<file path="src/rtl/pwm_meter_if.sv">
// Receive-side PWM meter bundle: the raw PWM line in, the per-frame
// measurement strobes and lock status out.
interface pwm_meter_if;
  logic       pwm;
  logic [3:0] duty;
  logic       valid;
  logic       err;
  logic       locked;

  modport master (output pwm, input duty, valid, err, locked);
  modport slave  (input pwm, output duty, valid, err, locked);
endinterface

</file>
<file path="src/rtl/pwm_meter.sv">
// Measures each PERIOD_CLKS-cycle PWM frame on an asynchronous line, reporting
// the high-clock count per frame and flagging frames of the wrong length.
module pwm_meter #(
  parameter int PERIOD_CLKS = 10,
  parameter int SYNC_STAGES = 2
) (
  input  logic        i_clk,
  input  logic        i_rst,
  pwm_meter_if.slave  bus
);

  localparam int CW = $clog2(2 * PERIOD_CLKS + 1);
  localparam logic [CW-1:0] PERIOD_CNT  = CW'(PERIOD_CLKS);
  localparam logic [CW-1:0] TIMEOUT_CNT = CW'(2 * PERIOD_CLKS);

  typedef enum logic {ACQUIRE, TRACK} state_t;

  logic [SYNC_STAGES-1:0] sync_reg;
  logic                   lvl_d_reg;
  state_t                 state_reg, state_next;
  logic [CW-1:0]          cnt_reg, cnt_next;
  logic [CW-1:0]          hi_reg, hi_next;
  logic [3:0]             duty_reg, duty_next;
  logic                   valid_reg, valid_next;
  logic                   err_reg, err_next;
  logic                   locked_reg, locked_next;

  logic lvl;
  logic rise;
  logic timeout;

  assign lvl     = sync_reg[SYNC_STAGES-1];
  assign rise    = lvl & ~lvl_d_reg;
  assign timeout = (cnt_reg == TIMEOUT_CNT) && !rise;

  always_ff @(posedge i_clk) begin
    if (i_rst) begin
      sync_reg   <= '0;
      lvl_d_reg  <= 1'b0;
      state_reg  <= ACQUIRE;
      cnt_reg    <= '0;
      hi_reg     <= '0;
      duty_reg   <= '0;
      valid_reg  <= 1'b0;
      err_reg    <= 1'b0;
      locked_reg <= 1'b0;
    end else begin
      sync_reg   <= {sync_reg[SYNC_STAGES-2:0], bus.pwm};
      lvl_d_reg  <= lvl;
      state_reg  <= state_next;
      cnt_reg    <= cnt_next;
      hi_reg     <= hi_next;
      duty_reg   <= duty_next;
      valid_reg  <= valid_next;
      err_reg    <= err_next;
      locked_reg <= locked_next;
    end
  end

  always_comb begin
    state_next  = state_reg;
    cnt_next    = cnt_reg + CW'(1);
    hi_next     = hi_reg + CW'(lvl);
    duty_next   = duty_reg;
    valid_next  = 1'b0;
    err_next    = 1'b0;
    locked_next = locked_reg;

    if (rise) begin
      // The edge cycle itself is high, so the new window starts at 1/1.
      cnt_next   = CW'(1);
      hi_next    = CW'(1);
      state_next = TRACK;
      if (state_reg == TRACK) begin
        if (cnt_reg == PERIOD_CNT) begin
          duty_next   = 4'(hi_reg);
          valid_next  = 1'b1;
          locked_next = 1'b1;
        end else begin
          err_next    = 1'b1;
          locked_next = 1'b0;
        end
      end
    end else if (timeout) begin
      // A static line is only a valid 0% or 100% frame if the whole window agrees.
      if (hi_reg == '0) begin
        duty_next   = 4'd0;
        valid_next  = 1'b1;
        locked_next = 1'b1;
      end else if (hi_reg == cnt_reg) begin
        duty_next   = 4'(PERIOD_CLKS);
        valid_next  = 1'b1;
        locked_next = 1'b1;
      end else begin
        err_next    = 1'b1;
        locked_next = 1'b0;
      end
      state_next = ACQUIRE;
      cnt_next   = '0;
      hi_next    = '0;
    end
  end

  assign bus.duty   = duty_reg;
  assign bus.valid  = valid_reg;
  assign bus.err    = err_reg;
  assign bus.locked = locked_reg;

endmodule
</file>
<file path="src/flat_wrapper.sv">
// flat-port wrapper written by rule: the top's interface ports become plain ports
module pwm_meter_flat 
#(
  parameter int PERIOD_CLKS = 10,
  parameter int SYNC_STAGES = 2
)
  (i_clk, i_rst, bus_pwm, bus_duty, bus_valid, bus_err, bus_locked);
  pwm_meter_if bus_i ();
  input  logic i_clk;
  input  logic i_rst;
  input wire logic [$bits(bus_i.pwm)-1:0] bus_pwm;
  output wire logic [$bits(bus_i.duty)-1:0] bus_duty;
  output wire logic [$bits(bus_i.valid)-1:0] bus_valid;
  output wire logic [$bits(bus_i.err)-1:0] bus_err;
  output wire logic [$bits(bus_i.locked)-1:0] bus_locked;
  assign bus_i.pwm = bus_pwm;
  assign bus_duty = bus_i.duty;
  assign bus_valid = bus_i.valid;
  assign bus_err = bus_i.err;
  assign bus_locked = bus_i.locked;
  pwm_meter #(.PERIOD_CLKS(PERIOD_CLKS), .SYNC_STAGES(SYNC_STAGES)) u_core (.i_clk(i_clk), .i_rst(i_rst), .bus(bus_i));
endmodule
</file>
<file path="config.mk">
export PLATFORM = sky130hd
export DESIGN_NAME = pwm_meter_flat
export DESIGN_NICKNAME = d
export VERILOG_FILES = /design/src/rtl/pwm_meter_if.sv /design/src/rtl/pwm_meter.sv /design/src/flat_wrapper.sv
export SDC_FILE = /design/constraint.sdc
export NUM_CORES = 1
export LEC_CHECK = 0
export CAP_MARGIN = 25
export CORE_MARGIN = 10
export CORE_UTILIZATION = 57
export CTS_CLUSTER_DIAMETER = 80
export DETAILED_ROUTE_END_ITERATION = 7
export PLACE_DENSITY = 0.78
export SYNTH_ARGS = -nofsm -noshare
export SYNTH_HDL_FRONTEND = slang
export SYNTH_SLANG_ARGS = --single-unit
</file>
<file path="constraint.sdc">
create_clock -name i_clk -period 4.08 [get_ports i_clk]
set_clock_uncertainty 0.05 [all_clocks]
set_input_delay 1.02 -clock i_clk [delete_from_list [all_inputs] [get_ports i_clk]]
set_output_delay 1.02 -clock i_clk [all_outputs]
set_load 0.01 [all_outputs]
</file>
# Yosys cells after proc, flatten, opt, wreduce, memory -nomap -nowiden
# Cells that the tools add are included.
[classes]
add_sub_neg = 2
eq_ne = 5
mux = 27
n_bitwise = 2
reduce_logical = 8
[op_table]
columns = ["operator", "count"]
rows = [
  ["$mux 4", 6],
  ["$mux 1", 21],
  ["$add 5x1->5", 1],
  ["$add 5x1->5 const B", 1],
  ["$eq 5x4->1 const B", 1],
  ["$eq 5x5->1", 1],
  ["$eq 5x5->1 const B", 1],
  ["$logic_not 5->1", 1],
  ["$reduce_and 4->1", 1],
  ["$reduce_bool 3->1", 1],
  ["$reduce_or 3->1", 1],
  ["$ne 2x1->1 const B", 1],
  ["$ne 2x2->1 const B", 1],
  ["$reduce_and 2->1", 1],
  ["$reduce_bool 2->1", 1],
  ["$and 1x1->1", 1],
  ["$logic_and 1x1->1", 1],
  ["$logic_not 1->1", 1],
  ["$not 1->1", 1],
]
[totals]
ff_bits = 21
input_bits = 3
output_inout_bits = 7
wordCells = 55

# Longest topological paths before layout
# Gate-level depths: netlist of the first run.
[depth]
ltp_word = 6
mapped_depth = 8
depth_no_buf = 7

# Worst setup path after synthesis of the first run
# No wires, ideal clock.
[synth_path]
kind = "input -> register"
start = "input i_rst"
end = "register u_core.cnt_reg[2]"
setup_ps = 65
arrival_ps = 1632
t_required_ps = 3965
setup_slack_ps = 2334
stages = 3
n_path_buf = 1
path_cell_list = "or3_1 -> clkbuf_1 -> nor2_1"
[synth_between]
elab_chain_len = 1
[synth_rtl]
columns = ["element", "line_no", "source"]
rows = [
  ["start, declared", "flat_wrapper.sv:10", "input logic i_rst;"],
  ["$reduce_or 3->1 (no source line)", "--", ""],
  ["end signal, assigned", "pwm_meter.sv:51", "cnt_reg <= cnt_next;"],
  ["end, declared", "pwm_meter.sv:21", "logic [CW-1:0] cnt_reg, cnt_next;"],
]
# Every way passes these cells.
# A chain may end at the register's enable or synchronous reset.

# Worst setup path in the final report of the first run
[layout_path]
start = "register u_core.duty_reg[1] (netlist: u_core.bus.duty[1])"
end = "output bus_duty[1]"
[layout_rtl]
columns = ["element", "line_no", "source"]
rows = [
  ["start, declared", "pwm_meter.sv:23", "logic [3:0] duty_reg, duty_next;"],
  ["start signal, assigned", "pwm_meter.sv:53", "duty_reg <= duty_next;"],
  ["end, declared", "flat_wrapper.sv:12", "output wire logic [$bits(bus_i.duty)-1:0] bus_duty;"],
]
# No word-level cell between the ends.

==> flow_metrics.py, run 1 <==
metrics = {
    "routing": {
        "via_per_inst": 5.452,
        "finalWirelength_um": 1557,
        "drc_errors": 0,
        "drtIter0Drc": 9,
        "wl_per_cell_um": 12.36,
        "num_vias": 687,
        "drtAntennaViolNets": 0,
        "drt-pass1-iter-count": 4,
    },
    "critical_path": {
        "cp_max_fo": 2,
        "endpoint_kind": "output port",
        "rr_endpoint": "u_core.bus.duty[3]$_SDFFE_PP0P_",
        "cp_data_arrival_time_ps": 1190,
        "crit_start": "u_core.bus.duty[1]$_SDFFE_PP0P_",
        "worstPathCellList": "clkdlybuf4s50_1",
        "cp.required_ps": 3010,
        "critPathTopFamily": "buffers and inverters",
        "startpoint_type": "flop",
        "worstSetupPathDepth": 1,
        "worstReg2RegStart": "u_core.cnt_reg[1]$_SDFF_PP0_",
        "critical_path_class": "reg -> out",
        "ff2ff_setup_slack_ps": 2060,
        "crit_slowest_cell": "clkdlybuf4s50_1",
        "endpoint": "bus_duty[1]",
        "cp_num_buf_inv": 1,
        "reg2reg_depth": 6,
        "max_stage_delay_ps": 540,
    },
    "finish": {
        "n_antenna_cell": 0,
        "layout-drive-gt1-share": 0.08182,
        "layout_common_cells": "21 x dfxtp_1, 15 x nor2_1, 9 x xor2_1, 9 x clkdlybuf4s50_1",
        "fillers": 134,
        "area.growth.synth_to_final_pct": 12.67,
        "final_nets": 119,
        "final_common_cell": "dfxtp_1",
    },
    "logic_synthesis": {
        "syn_inst": 101,
        "synth.distinct_cells": 32,
        "syn_avg_cell_area_um2": 9.291,
        "synth_area_um2": 938.4,
        "yosysWarnings": 0,
        "seq_area_frac_synth": 0.4480,
        "syn-num-nets": 109,
        "ys_top_cells_by_area": "dfxtp_1 45%, xor2_1 8.4%, ha_1 6.7%",
        "synth_top_area_cell": "dfxtp_1",
        "synth_seq_cells": 21,
        "synth_top_area_share": 0.4480,
    },
    "global_routing": {
        "grt_pass1_vias": 654,
        "grt_overflow": 0,
        "antenna_found_initial": 0,
        "grt_pass1_wl_um": 2787,
        "grt_max_degree": 14,
        "grt.total_usage": 0.09380,
    },
    "cts": {
        "cts_tree": "done",
        "cts_resized": 0,
        "cts.sink_count": 21,
        "clockBufferDepth": 2,
        "insertion_delay_ps": 290,
        "path_clk_slew_ps": 100,
        "post_cts_buffers": 0,
        "cts-buffers-inserted": 3,
        "cts_max_level": 1,
        "cts_root_buffer": "clkbuf_4",
        "cts_hold_buf": 0,
    },
    "sta": {
        "tightest_slew_ps": 453.3,
        "tns_ps": 0,
        "max_freq_mhz": 442.1,
        "slew_headroom": 0.6969,
        "rsz0062_at_grt": "false",
        "period_needed_ps": 2262,
        "setup_violations": 0,
        "hold_ws_ps": 402.5,
        "timing.final.hold_violations": 0,
        "min_period_over_period": 0.5544,
        "maxSlewViolCount": 0,
        "setup_slack_ps": 1818,
    },
    "floorplanning": {
        "dieArea_um2": 3669,
        "io_pins": 10,
        "die_x_um": 60.58,
        "die_h_um": 60.58,
        "initial_core_util": 0.6158,
        "core-area_um2": 1524,
        "rows": 14,
    },
    "power_and_ir_drop": {
        "p_seq_frac": 0.636,
        "powerDensity_nw_per_um2": 322.2,
        "power.internal_mw": 0.2622,
        "finalPower_mw": 0.3406,
        "p_leak_nw": 0.4370,
        "power.switching_mw": 0.07838,
        "switching_share": 0.2301,
        "worst_ir_drop_vdd_mv": 0.2060,
        "p_clk_frac": 0.279,
        "power_frac_comb": 0.085,
    },
    "run": {
        "maxCapViolations": 0,
    },
    "placement": {
        "hpwl_um": 1243,
        "pre_cts_ws_ps": 1585,
        "place_congestion": 0.7911,
        "port_buffers": 9,
    },
    "worst_hold_path": {
        "hold_path.class": "reg -> reg",
    },
    "outcome": {
        "status": "finished clean",
    },
}
-- power groups by stage --
stage          logic, mW  clock network, mW  registers (mW)
6_report          0.0290             0.0950           0.217
5_1_grt           0.0329              0.105           0.218
4_1_cts           0.0292             0.0949           0.217
3_5_place_dp      0.0290                  0           0.221
3_3_place_gp      0.0283                  0           0.221
2_1_floorplan     0.0235                  0           0.220
-- per-stage QoR --
step,std cells,instance area [um2],utilization
floorplan,101,938.4,-
global placement,122,1031,0.6765
detailed placement,122,1031,0.6765
CTS,126,1057,0.6938
global route,126,1057,0.6938
finish,126,1057,0.6938
-- layout make-up --
| class | instances | area (um2) | area share |
|---|---|---|---|
| Clock buffer | 4 | 26.28 | 0.02485 |
| Inverter | 7 | 26.28 | 0.02485 |
| Timing Repair Buffer | 9 | 90.09 | 0.08521 |
| Multi-Input combinational cell | 69 | 474.2 | 0.4485 |
| Sequential cell | 21 | 420.4 | 0.3976 |
| Tap cell | 16 | 20.02 | 0.01893 |
-- metal layers --
| metal | vias to the layer above | part of all wire | track usage |
|---|---|---|---|
| li1 | 353 | - | - |
| met1 | 316 | 0.50 | 0.1273 |
| met2 | 16 | 0.42 | 0.1354 |
| met3 | 2 | 0.077 | 0.03340 |
| met4 | 0 | 0.0039 | 0.02821 |
| met5 | - | 0 | 0 |
-- synth_stat cells --
cell type,number
ha_1,5
a21oi_1,7
inv_1,7
nor4bb_1,1
nor3_1,1
nor2b_1,3
or3_1,1
xnor2_1,2
and4b_1,1
or2_4,1
buf_2,1
a211oi_2,2
nor2_1,15
clkbuf_2,1
a22o_2,1
nor2_4,1
buf_1,1
dfxtp_1,21
a221o_1,1
nand2b_1,1
or4_4,1
o21ai_0,2
o21a_1,2
and2b_1,1
nand3b_1,1
and2_1,1
nand3_1,4
and3_1,1
a211oi_1,1
clkbuf_1,1
nand2_1,3
xor2_1,9
-- cell families after synthesis --
kind of cell	count (synthesis)	synth area share
and+or+nand+nor	37	0.2160
DFF	21	0.4480
AOI/OAI and AO/OA	16	0.1200
xor gates and xnor gates	11	0.1027
buffers and inverters	11	0.04665
adders and majority gates	5	0.06667
-- how the worst min path moves through the flow --
stage	from	endpoint	slack [ps]	cells after the start
2_1_floorplan	u_core.sync_reg[0]$_SDFF_PP0_	u_core.sync_reg[1]$_SDFF_PP0_	360	1
3_3_place_gp	u_core.sync_reg[0]$_SDFF_PP0_	u_core.sync_reg[1]$_SDFF_PP0_	370	1
3_5_place_dp	u_core.sync_reg[0]$_SDFF_PP0_	u_core.sync_reg[1]$_SDFF_PP0_	370	1
4_1_cts	u_core.sync_reg[0]$_SDFF_PP0_	u_core.sync_reg[1]$_SDFF_PP0_	410	1
5_1_grt	u_core.sync_reg[0]$_SDFF_PP0_	u_core.sync_reg[1]$_SDFF_PP0_	430	1
6_report	u_core.sync_reg[0]$_SDFF_PP0_	u_core.sync_reg[1]$_SDFF_PP0_	400	1
No activity file was read; power rests on OpenSTA's default activity.
==> run 2: changes to the inputs <==
--- a/config.mk
+++ b/config.mk
@@ -7,10 +7,10 @@
 export LEC_CHECK = 0
 export CAP_MARGIN = 25
 export CORE_MARGIN = 10
-export CORE_UTILIZATION = 57
+export CORE_UTILIZATION = 53
 export CTS_CLUSTER_DIAMETER = 80
 export DETAILED_ROUTE_END_ITERATION = 7
-export PLACE_DENSITY = 0.78
+export PLACE_DENSITY = 0.73
 export SYNTH_ARGS = -nofsm -noshare
 export SYNTH_HDL_FRONTEND = slang
 export SYNTH_SLANG_ARGS = --single-unit
==> constraint.sdc (replaced) <==
create_clock -name i_clk -period 2.28 [get_ports i_clk]
set_clock_uncertainty 0.05 [all_clocks]
set_input_delay 0.57 -clock i_clk [delete_from_list [all_inputs] [get_ports i_clk]]
set_output_delay 0.57 -clock i_clk [all_outputs]
set_load 0.01 [all_outputs]
==> flow_metrics.py, run 2 (same netlist as run 1, synthesis figures left out) <==
metrics = {
    "outcome": {
        "status": "finished clean",
    },
    "sta": {
        "tns_ps": 0,
        "period_needed_ps": 1935,
        "maxSlewViolCount": 0,
        "rsz0062_at_grt": "false",
        "timing.final.hold_violations": 0,
        "min_period_over_period": 0.8489,
        "setup_slack_ps": 344.6,
        "tightest_slew_ps": 330.4,
        "setup_violations": 0,
        "max_freq_mhz": 516.7,
        "slew_headroom": 0.7795,
        "hold_ws_ps": 429.2,
    },
    "critical_path": {
        "worstSetupPathDepth": 7,
        "worstPathCellList": "inv_1, ha_1, nor4bb_1, and3_1, nor2_1, or2_4, a211oi_2",
        "max_stage_delay_ps": 370,
        "worstReg2RegStart": "u_core.cnt_reg[0]$_SDFF_PP0_",
        "reg2reg_depth": 7,
        "endpoint_kind": "flop",
        "cp_num_buf_inv": 1,
        "cp_data_arrival_time_ps": 2120,
        "startpoint_type": "flop",
        "ff2ff_setup_slack_ps": 340,
        "rr_endpoint": "u_core.bus.duty[3]$_SDFFE_PP0P_",
        "cp_max_fo": 5,
        "cp.required_ps": 2460,
        "critPathTopFamily": "simple AND/OR/NAND/NOR gates",
        "crit_slowest_cell": "dfxtp_1",
        "critical_path_class": "reg -> reg",
    },
    "routing": {
        "finalWirelength_um": 1665,
        "num_vias": 679,
        "drc_errors": 0,
        "drt-pass1-iter-count": 4,
        "drtIter0Drc": 6,
        "drtAntennaViolNets": 0,
        "via_per_inst": 4.993,
        "wl_per_cell_um": 12.24,
    },
    "floorplanning": {
        "die_x_um": 62.08,
        "io_pins": 10,
        "core-area_um2": 1708,
        "initial_core_util": 0.5495,
        "die_h_um": 62.08,
        "dieArea_um2": 3854,
        "rows": 15,
    },
    "power_and_ir_drop": {
        "powerDensity_nw_per_um2": 570.9,
        "finalPower_mw": 0.6143,
        "worst_ir_drop_vdd_mv": 0.5505,
        "p_leak_nw": 0.4418,
    },
    "placement": {
        "port_buffers": 9,
        "pre_cts_ws_ps": 371.5,
        "hpwl_um": 1291,
        "dp.cells": 132,
        "place_area_um2": 1050,
        "place_congestion": 0.8508,
    },
    "cts": {
        "cts_tree": "done",
        "clockBufferDepth": 2,
        "cts_root_buffer": "clkbuf_4",
        "cts.sink_count": 21,
        "path_clk_slew_ps": 110,
        "post_cts_buffers": 0,
        "insertion_delay_ps": 300,
        "cts-buffers-inserted": 3,
        "cts_hold_buf": 0,
        "cts_max_level": 1,
        "cts_resized": 0,
    },
    "finish": {
        "fillers": 157,
        "fin_util": 0.6300,
        "final_cell_area_um2": 1076,
        "multi_input_area_um2": 474.2,
        "area.growth.synth_to_final_pct": 14.67,
        "layout.cells.non_filler": 136,
        "final_nets": 120,
        "final_common_cell": "dfxtp_1",
        "n_antenna_cell": 0,
        "layout-drive-gt1-share": 0.09009,
        "layout.area.seq_um2": 420.4,
        "layout_common_cells": "21 x dfxtp_1, 15 x nor2_1, 9 x xor2_1, 9 x clkdlybuf4s50_1",
    },
    "global_routing": {
        "grt_overflow": 0,
        "grt.total_usage": 0.09726,
        "grt_pass1_vias": 652,
        "grt_max_degree": 13,
        "antenna_found_initial": 0,
        "grt_pass1_wl_um": 2773,
    },
    "run": {
        "maxCapViolations": 0,
    },
    "worst_hold_path": {
        "hp-start": "u_core.sync_reg[0]$_SDFF_PP0_",
        "whs_endpoint": "u_core.sync_reg[1]$_SDFF_PP0_",
        "hold_path.class": "reg -> reg",
        "holdPathStages": 1,
    },
}
## run 2: metal layers
| layer | GRT usage | up-vias | share of wire |
|---|---|---|---|
| met3 | 0.04268 | 2 | 0.045 |
| met4 | 0.02866 | 0 | 0.0072 |
| met2 | 0.1579 | 8 | 0.49 |
| met1 | 0.1127 | 313 | 0.46 |
| li1 | - | 356 | - |
| met5 | 0 | - | 0 |
## run 2: cell type report
| cell class | instances | area share |
|---|---|---|
| well taps | 25 | 0.02907 |
| multi-input cells | 69 | 0.4407 |
| repair buffers | 10 | 0.09070 |
| flip-flops and latches | 21 | 0.3907 |
| inverters | 7 | 0.02442 |
| clock buffers | 4 | 0.02442 |
## run 2: how the worst max path moves through the flow
stage / from / endpoint / slack (ps)
2_1_floorplan: u_core.cnt_reg[0]$_SDFF_PP0_ / u_core.bus.duty[3]$_SDFFE_PP0P_ / 540
3_3_place_gp: u_core.cnt_reg[0]$_SDFF_PP0_ / u_core.bus.duty[3]$_SDFFE_PP0P_ / 460
3_5_place_dp: u_core.cnt_reg[0]$_SDFF_PP0_ / u_core.bus.duty[3]$_SDFFE_PP0P_ / 370
4_1_cts: u_core.cnt_reg[0]$_SDFF_PP0_ / u_core.bus.duty[3]$_SDFFE_PP0P_ / 340
5_1_grt: u_core.cnt_reg[0]$_SDFF_PP0_ / u_core.bus.duty[3]$_SDFFE_PP0P_ / 270
6_report: u_core.cnt_reg[0]$_SDFF_PP0_ / u_core.bus.duty[3]$_SDFFE_PP0P_ / 340
## run 2: power breakdown
group          switching [mW]  internal [mW]
Clock                   0.104         0.0682
Sequential             0.0114          0.376
Combinational          0.0280         0.0263
Total                   0.143          0.471
